## src/rtl/sprite_bounce_engine.sv

```systemverilog
// ============================================================================
// Module   : sprite_bounce_engine
// Brief    : Frame-stepped bouncing-sprite motion engine with edge clamping,
//            sprite-local raster coordinates and bounce event pulses.
//            Optional macro BOUNCE_CNT_EN builds a saturating bounce counter.
// Revision : 1.0 - initial release
// ============================================================================
`default_nettype none

module sprite_bounce_engine #(
    parameter int COORD_W  = 10,
    parameter int SPRITE_W = 128,
    parameter int SPRITE_H = 128,
    parameter int DISP_W   = 640,
    parameter int DISP_H   = 480,
    parameter int START_X  = 200,
    parameter int START_Y  = 200,
    parameter int COLOR_W  = 3
) (
    input  logic               clk,
    input  logic               rst_n,
    input  logic [COORD_W-1:0] pix_x,
    input  logic [COORD_W-1:0] pix_y,
    input  logic [2:0]         speed,
    input  logic               pause,
    input  logic               tile_mode,
    output logic [COORD_W-1:0] sprite_left,
    output logic [COORD_W-1:0] sprite_top,
    output logic [COORD_W-1:0] local_x,
    output logic [COORD_W-1:0] local_y,
    output logic               in_sprite,
    output logic [COLOR_W-1:0] color_index,
    output logic               bounce_x,
    output logic               bounce_y,
    output logic               corner,
    output logic [15:0]        bounce_count
);

    // One extra bit keeps left+speed from wrapping before the clamp compare.
    localparam int               PW        = COORD_W + 1;
    localparam logic [PW-1:0]    C_MAX_X   = PW'(DISP_W - SPRITE_W);
    localparam logic [PW-1:0]    C_MAX_Y   = PW'(DISP_H - SPRITE_H);
    localparam logic [PW-1:0]    C_SPR_W   = PW'(SPRITE_W);
    localparam logic [PW-1:0]    C_SPR_H   = PW'(SPRITE_H);
    localparam logic [COORD_W-1:0] C_START_X = COORD_W'(START_X);
    localparam logic [COORD_W-1:0] C_START_Y = COORD_W'(START_Y);

    logic [COORD_W-1:0] left_q,  left_d;
    logic [COORD_W-1:0] top_q,   top_d;
    logic               dir_x_q, dir_x_d;
    logic               dir_y_q, dir_y_d;
    logic [COORD_W-1:0] prev_y_q, prev_y_d;
    logic [COLOR_W-1:0] color_q, color_d;
    logic               bounce_x_q, bounce_x_d;
    logic               bounce_y_q, bounce_y_d;
    logic               corner_q,   corner_d;

    logic               frame_edge_w;
    logic               update_w;
    logic [PW-1:0]      spd_w;
    logic [PW-1:0]      nx_w, ny_w;
    logic               ndx_w, ndy_w;
    logic               bx_w, by_w;

    // Shared per-axis step: clamp on overshoot and reverse direction.
    function automatic void axis_step(
        input  logic [PW-1:0] pos,
        input  logic          dir,
        input  logic [PW-1:0] spd,
        input  logic [PW-1:0] maxv,
        output logic [PW-1:0] npos,
        output logic          ndir,
        output logic          bnc
    );
        npos = pos;
        ndir = dir;
        bnc  = 1'b0;
        if (dir) begin
            if ((pos + spd) >= maxv) begin
                npos = maxv;
                ndir = 1'b0;
                bnc  = 1'b1;
            end else begin
                npos = pos + spd;
            end
        end else begin
            if (pos <= spd) begin
                npos = '0;
                ndir = 1'b1;
                bnc  = 1'b1;
            end else begin
                npos = pos - spd;
            end
        end
    endfunction

    always_comb begin
        spd_w        = {{(PW-3){1'b0}}, speed};
        frame_edge_w = (pix_y == '0) && (prev_y_q != '0);
        update_w     = frame_edge_w && !pause && (speed != 3'd0);

        axis_step({1'b0, left_q}, dir_x_q, spd_w, C_MAX_X, nx_w, ndx_w, bx_w);
        axis_step({1'b0, top_q},  dir_y_q, spd_w, C_MAX_Y, ny_w, ndy_w, by_w);

        prev_y_d   = pix_y;
        left_d     = left_q;
        top_d      = top_q;
        dir_x_d    = dir_x_q;
        dir_y_d    = dir_y_q;
        color_d    = color_q;
        bounce_x_d = 1'b0;
        bounce_y_d = 1'b0;
        corner_d   = 1'b0;

        if (update_w) begin
            left_d     = nx_w[COORD_W-1:0];
            top_d      = ny_w[COORD_W-1:0];
            dir_x_d    = ndx_w;
            dir_y_d    = ndy_w;
            color_d    = color_q + COLOR_W'({1'b0, bx_w} + {1'b0, by_w});
            bounce_x_d = bx_w;
            bounce_y_d = by_w;
            corner_d   = bx_w & by_w;
        end
    end

    always_ff @(posedge clk) begin
        if (!rst_n) begin
            left_q     <= C_START_X;
            top_q      <= C_START_Y;
            dir_x_q    <= 1'b1;
            dir_y_q    <= 1'b0;
            prev_y_q   <= '0;
            color_q    <= '0;
            bounce_x_q <= 1'b0;
            bounce_y_q <= 1'b0;
            corner_q   <= 1'b0;
        end else begin
            left_q     <= left_d;
            top_q      <= top_d;
            dir_x_q    <= dir_x_d;
            dir_y_q    <= dir_y_d;
            prev_y_q   <= prev_y_d;
            color_q    <= color_d;
            bounce_x_q <= bounce_x_d;
            bounce_y_q <= bounce_y_d;
            corner_q   <= corner_d;
        end
    end

`ifdef BOUNCE_CNT_EN
    logic [15:0] bcnt_q, bcnt_d;

    always_comb begin
        bcnt_d = bcnt_q;
        if (update_w && (bx_w || by_w) && (bcnt_q != 16'hFFFF)) begin
            bcnt_d = bcnt_q + 16'd1;
        end
    end

    always_ff @(posedge clk) begin
        if (!rst_n) begin
            bcnt_q <= 16'h0000;
        end else begin
            bcnt_q <= bcnt_d;
        end
    end

    assign bounce_count = bcnt_q;
`else
    assign bounce_count = 16'h0000;
`endif

    // Raster left of / above the sprite wraps to a large value, so it reads as outside.
    assign local_x     = pix_x - left_q;
    assign local_y     = pix_y - top_q;
    assign in_sprite   = tile_mode ||
                         (({1'b0, local_x} < C_SPR_W) && ({1'b0, local_y} < C_SPR_H));

    assign sprite_left = left_q;
    assign sprite_top  = top_q;
    assign color_index = color_q;
    assign bounce_x    = bounce_x_q;
    assign bounce_y    = bounce_y_q;
    assign corner      = corner_q;

endmodule

`default_nettype wire

```

## config.mk

```make
export PLATFORM = sky130hd
export DESIGN_NAME = sprite_bounce_engine
export DESIGN_NICKNAME = d
export VERILOG_FILES = /design/src/rtl/sprite_bounce_engine.sv
export SDC_FILE = /design/constraint.sdc
export NUM_CORES = 1
export LEC_CHECK = 0
export CORE_MARGIN = 2
export CORE_UTILIZATION = 45
export CTS_BUF_LIST = sky130_fd_sc_hd__clkbuf_4
export CTS_CLUSTER_DIAMETER = 100
export DETAILED_ROUTE_END_ITERATION = 10
export GPL_TIMING_DRIVEN = 0
export PLACE_DENSITY = 0.77
export SLEW_MARGIN = 20
export SYNTH_ARGS = -nofsm -noshare
export SYNTH_HDL_FRONTEND = slang
export SYNTH_SLANG_ARGS = --single-unit
```

## constraint.sdc

```tcl
create_clock -name clk -period 3.2 [get_ports clk]
set_clock_uncertainty 0.05 [all_clocks]
set_input_delay 0.64 -clock clk [delete_from_list [all_inputs] [get_ports clk]]
set_output_delay 0.64 -clock clk [all_outputs]
set_load 0.05 [all_outputs]
```

==> results_dict.tcl, run 1 <==
set metrics [dict create \
    status "complete, but fails checks" \
    violations "negative setup slack" \
    avgSynthCellArea_um2 7.74 \
    arrival_ns 2.71 \
    crit_path_max_incr_delay_ns 0.39 \
    synth.area.top_cells "dfxtp_1 21%, ha_1 11%, xnor2_1 4.7%" \
    antenna_found_initial 0 \
    startpoint_type "flop" \
    die-area_mm2 0.00864 \
    area_delta_synth_final_pct 46.7 \
    path_clk_slew_ns 0.13 \
    p_sw_w 0.000467 \
    path_buf_inv 3 \
    antenna_cells 0 \
    ant_nets 0 \
    grt_remaining_overflow 0 \
    grt_pass1_wl_mm 17.5 \
    fin_crit_ns 3.40 \
    wl_per_cell_um 16.6 \
    synth_top_family_by_area "compound AO/OA/AOI/OAI gates" \
    vias 3883 \
    max_clock_freq_mhz 295 \
    internal-power_w 0.000739 \
    cap_violations 0 \
    final_cell_mix "64 x buf_4, 40 x clkdlybuf4s50_1, 37 x nor2_1" \
    cts_tree "yes" \
    leakage_nw 2.23 \
    cp.required_ns 2.51 \
    setup_viol 1 \
    grt_pass1_vias 3581 \
    gp_congestion 0.912 \
    crit_path_max_fanout 10 \
    instances_no_fill 695 \
    synth_edf_count 0 \
    yosys_most_used_dff "dfxtp_1" \
    start_util_pct 46.3 \
    rows 32 \
    power_frac_clock_pct 22.6 \
    cp_top_family "compound AO/OA/AOI/OAI gates" \
    dp.cells 650 \
    path_cells "buf_6 -> inv_2 -> ha_4 -> nand2_1 -> o21bai_1 -> a21boi_2 -> o21ai_2 -> a211o_1 -> a31oi_1 -> a41o_4 -> buf_8" \
    netSwitchingFraction_pct 38.7 \
    clk_latency_ns 0.38 \
    drc 0 \
    vias_per_cell 5.59 \
    crit_path_end_kind "output pin" \
    nNetsFinal 657 \
    chipHeight_um 93.0 \
    p_comb_share_pct 37.5 \
    hp-class "flop to flop" \
    synth_top_cell_area_share_pct 21.4 \
    ys_ff_latch 38 \
    ys_warn_count 0 \
    final_common_cell "buf_4" \
    maxSlewViolCount 0 \
    clock-root-buffer "clkbuf_4" \
    synth_compound_area_share_pct 24.3 \
    ys_async_sr_fraction_pct 0 \
    hold-worst-slack_ns 0.437 \
    synthSimpleGateAreaFrac_pct 21.5 \
    yosysUniqueCellTypes 68 \
    yosysSeqAreaShare_pct 21.4 \
    slew_headroom_pct 60.4 \
    cts_buffer_depth 2 \
    synthCells 460 \
    layout-drive-gt1-share_pct 28.8 \
    synth.largest_area_cell "dfxtp_1" \
    seq_power_share_pct 39.9 \
    hpwl_mm 8.04 \
    wl_mm 11.6 \
    cts_buffers 5 \
    worst_slack_ns -0.195 \
    ir_drop_v 0.000111 \
    worstSetupPathType "flop to output pin" \
    rsz0062_at_grt "true" \
    grtUsageTotal_pct 25.4 \
    synthAdderAreaFrac_pct 14.8 \
    place_ws_ns -1.48 \
    synth.area.mux_share_pct 0.421 \
    synthXorXnorAreaFrac_pct 6.15 \
    ctsHtreeMaxLevel 2 \
    powerDensity_mw_per_mm2 231 \
    num_io_pins 90 \
    cts.sinks 38 \
    dr.pass1.iters 5 \
    hold_viol 0 \
    drt_iter0_markers 324 \
    crit_slowest_cell "dfxtp_2" \
    worst_slew_pin_slew_ns 0.595 \
    core_mm2 0.00769 \
    grt_max_degree 13 \
    netlist_area_mm2 0.00356 \
    port_buffers 73 \
    die_x_um 93.0 \
    setup-tns-final_ns -0.195 \
    fin_crit_sh_pct 106 \
]
-- worst paths after layout --
| path | slack [ns] | endpoint | startpoint | cells past startpoint |
|---|---|---|---|---|
| setup / recovery | -0.20 | in_sprite | sprite_top[3] | 11 |
| setup reg to reg | 0.09 | sprite_top[6] | sprite_top[0] | 16 |
| hold reg to reg | 0.44 | color_index[1] | color_index[1] | 2 |
| hold / removal | 0.44 | color_index[1] | color_index[1] | 2 |
-- tightest hold or removal path: stages, from the launching register on --
cell,delay [ns]
dfxtp_1,0.34
nand2_1,0.06
a21oi_1,0.05
-- cell usage after synthesis (8+ instances only) --
cell type and n:
nand2_1 30, ha_1 31, and2_1 10, nor2_1 39, buf_4 18, nand3_1 18, dfxtp_1 38, clkbuf_1 10
inv_1 44, o21a_1 8, nor3_1 14, a21oi_1 32, o21ai_0 26, xnor2_1 19
-- state kept, by name, summed over array words and instances, names as in the netlist --
signal,flops
corner,1
sprite_left,10
dir_x_q,1
bounce_y,1
sprite_top,10
prev_y_q,10
color_index,3
bounce_x,1
dir_y_q,1
-- kinds of logic (layout without fill, tap and decap cells) --
family                   count (synthesis)  in the layout
AND/OR/NAND/NOR                        152            152
AO/OA/AOI/OAI                          124            124
multiplexers                             1              1
flip-flops                              38             38
XOR/XNOR                                25             25
other                                    1             16
buffers and inverters                   81            199
adder cells (fa/ha/maj)                 38             38
-- what timing repair did --
item,in CTS,in global routing
resized for setup,113,64
pin swaps,20,22
hold buffers,0,0
endpoints found under the setup margin,28,22
setup buffers,21,19
cloned,0,0
-- through the flow --
step                area (µm²)  util (%)  power, W
floorplan                 3760         -  0.000790
global placement          4620      60.1  0.000910
detailed placement        4620      60.1  0.000915
CTS                       4960      64.5   0.00118
global route              5230      68.0   0.00125
finish                    5230      68.0   0.00121
-- power by group through the flow --
| stage | clock network [W] | registers, W | logic [W] |
|---|---|---|---|
| final | 0.000272 | 0.000482 | 0.000452 |
| after global routing | 0.000292 | 0.000482 | 0.000477 |
| after CTS | 0.000269 | 0.000484 | 0.000427 |
| after detailed placement | 0 | 0.000495 | 0.000420 |
| after global placement | 0 | 0.000495 | 0.000415 |
| after floorplan | 0 | 0.000498 | 0.000292 |
-- routing by layer --
metal	global-route usage [%]	vias up	wire length, µm	part of all wire, %
li1	-	1852	-	-
met1	35.0	1826	4930	43
met4	8.33	0	283	2.4
met3	3.87	25	793	6.9
met2	40.8	180	5550	48
met5	0	-	0	0
-- layout make-up --
cell class / instances / area [µm²]
inverters: 45 / 184
clock buffers: 6 / 45.0
clock inverters: 2 / 8.76
plain buffers: 33 / 243
repair buffers: 113 / 1010
well taps: 102 / 128
flip-flops and latches: 38 / 790
multi-input cells: 356 / 2820
fillers: 640 / 2460
No activity file was read; power rests on OpenSTA's default activity.
==> inputs of run 2 (changes only) <==
- CTS_BUF_LIST: sky130_fd_sc_hd__clkbuf_4 -> default
- GPL_TIMING_DRIVEN: 0 -> default
- SLEW_MARGIN: 20 -> 10
==> run 2 against run 1 <==
The run still ends with negative setup slack left. Critical path depth increased by 1. Total power grew 38%. Non-clock buffer count increased by 53. Cell area rose by 15%. Worst hold slack better by 0.010 ns. Via count grew 16%. Largest cell class unchanged. Largest power group is now combinational cells.
==> results_dict.tcl, run 2 (synthesized netlist as in run 1, its figures left out) <==
set metrics [dict create \
    p_comb_share_pct 39.0 \
    holdCritStartpoint "color_index[1]" \
    cp.required_ns 2.51 \
    hp-class "flop to flop" \
    drt_iter0_markers 454 \
    path_buf_inv 3 \
    power_frac_clock_pct 31.9 \
    status "complete, but fails checks" \
    crit-reg2reg-launch "sprite_top[0]" \
    cap_violations 0 \
    rsz0062_at_grt "true" \
    maxSlewViolCount 0 \
    clk_latency_ns 0.31 \
    min_path_cells 2 \
    r2r_cells 14 \
    reg2reg_slack_ns 0.23 \
    final_common_cell "buf_4" \
    seq_power_share_pct 29.1 \
    violations "negative setup slack" \
    worst_slew_pin_slew_ns 0.551 \
    wl_per_cell_um 20.5 \
    cts_buffer_depth 2 \
    worst_slack_ns -0.210 \
    setup_viol 5 \
    internal-power_w 0.00111 \
    hold_viol 0 \
    nNetsFinal 710 \
    arrival_ns 2.72 \
    cts_tree "yes" \
    vias_per_cell 6.01 \
    die_x_um 93.0 \
    rows 32 \
    place_ws_ns -0.819 \
    path_cells "buf_8 -> inv_6 -> ha_4 -> fa_2 -> nor2b_4 -> o21bai_4 -> a21boi_2 -> o21ai_2 -> a211o_1 -> a31oi_1 -> a41o_4 -> buf_12" \
    cts.sinks 38 \
    netSwitchingFraction_pct 33.1 \
    ctsHoldBuffers 0 \
    die-area_mm2 0.00864 \
    hold_end "color_index[1]" \
    core_mm2 0.00769 \
    hold-worst-slack_ns 0.447 \
    port_buffers 73 \
    dr.pass1.iters 5 \
    max_clock_freq_mhz 293 \
    startpoint_type "input port" \
    start_util_pct 46.3 \
    final_cell_mix "119 x buf_4, 38 x inv_1, 37 x clkdlybuf4s50_1" \
    fin_crit_ns 3.41 \
    p_sw_w 0.000552 \
    ir_drop_v 0.000198 \
    crit_slowest_cell "fa_2" \
    r2r_end "color_index[2]" \
    leakage_nw 2.61 \
    clock-root-buffer "clkbuf_8" \
    crit_path_max_incr_delay_ns 0.39 \
    grt_remaining_overflow 0 \
    grt_pass1_vias 4249 \
    powerDensity_mw_per_mm2 276 \
    antenna_found_initial 0 \
    gp_congestion 0.941 \
    hpwl_mm 8.86 \
    fin_crit_sh_pct 107 \
    ant_nets 0 \
    slew_headroom_pct 63.2 \
    chipHeight_um 93.0 \
    crit_path_end_kind "output pin" \
    path_clk_slew_ns 0.08 \
    cp_top_family "compound AO/OA/AOI/OAI gates" \
    grt_pass1_wl_mm 21.4 \
    num_io_pins 90 \
    layout-drive-gt1-share_pct 38.5 \
    ctsHtreeMaxLevel 2 \
    worstSetupPathType "input port to output pin" \
    wl_mm 15.4 \
    antenna_cells 0 \
    vias 4497 \
    grt_max_degree 21 \
    area_delta_synth_final_pct 69.1 \
    crit_path_max_fanout 3 \
    cts_buffers 5 \
    grtUsageTotal_pct 31.8 \
    drc 0 \
]
==> run 2: metrics by stage <==
step | setup TNS, ns | area (µm²) | power, W | instances | utilization [%]
after floorplan | -0.100 | 3760 | 0.000790 | 475 | -
after global placement | -3.91 | 5190 | 0.00102 | 697 | 67.5
after detailed placement | -5.12 | 5190 | 0.00103 | 697 | 67.5
after CTS | -0.105 | 5820 | 0.00160 | 742 | 75.7
after global routing | -0.737 | 6020 | 0.00170 | 748 | 78.4
final | -0.591 | 6020 | 0.00167 | 748 | 78.4
==> run 2: worst max path at each step <==
stage | from | to | depth (start not counted)
detailed placement | pix_y[0] | in_sprite | 12
floorplan | pix_x[0] | in_sprite | 10
CTS | pix_y[0] | in_sprite | 12
global placement | pix_y[0] | in_sprite | 12
global route | pix_x[4] | in_sprite | 10
finish | pix_y[0] | in_sprite | 12
==> run 2: routing by layer <==
metal  global-route usage (%)  routed length (µm)  vias to the layer above
met5                        0                   0                        -
li1                         -                   -                     1958
met4                     14.6                 966                        0
met1                     37.5                5600                     2095
met3                     5.96                1480                       98
met2                     55.6                7320                      346
==> run 2: worst reg2reg max path, stage by stage, from the launching register on <==
cell and delay, ns:
dfxtp_2 0.38, ha_4 0.19, fa_2 0.39, nor2b_4 0.14
o2111ai_2 0.21, nor4_1 0.09, a211o_1 0.28, a221oi_4 0.31
or2_4 0.18, fa_2 0.18, inv_1 0.04, ha_2 0.15
nand2_1 0.06, xor2_1 0.15, nor2_1 0.06
==> run 2: timing repair <==
item                       4_1_cts  5_1_grt
setup buffers                   39        9
gates resized for setup         69       43
setup endpoints to repair       16       12
pin swaps                       39       19
cloned                           0        0
==> run 2: cell type report <==
class,count,area (µm²)
Clock buffer,6,82.6
Clock inverter,2,60.1
Tap cell,102,128
Fill cell,465,1660
Timing Repair Buffer,199,1890
Sequential cell,38,781
Inverter,45,186
Multi-Input combinational cell,356,2900
==> run 2: power groups by stage <==
stage / Clock [W] / Sequential (W) / Combinational [W]
after global placement: 0 / 0.000494 / 0.000524
after floorplan: 0 / 0.000498 / 0.000292
after detailed placement: 0 / 0.000494 / 0.000534
after CTS: 0.000527 / 0.000483 / 0.000587
after global routing: 0.000543 / 0.000484 / 0.000669
final: 0.000532 / 0.000484 / 0.000649
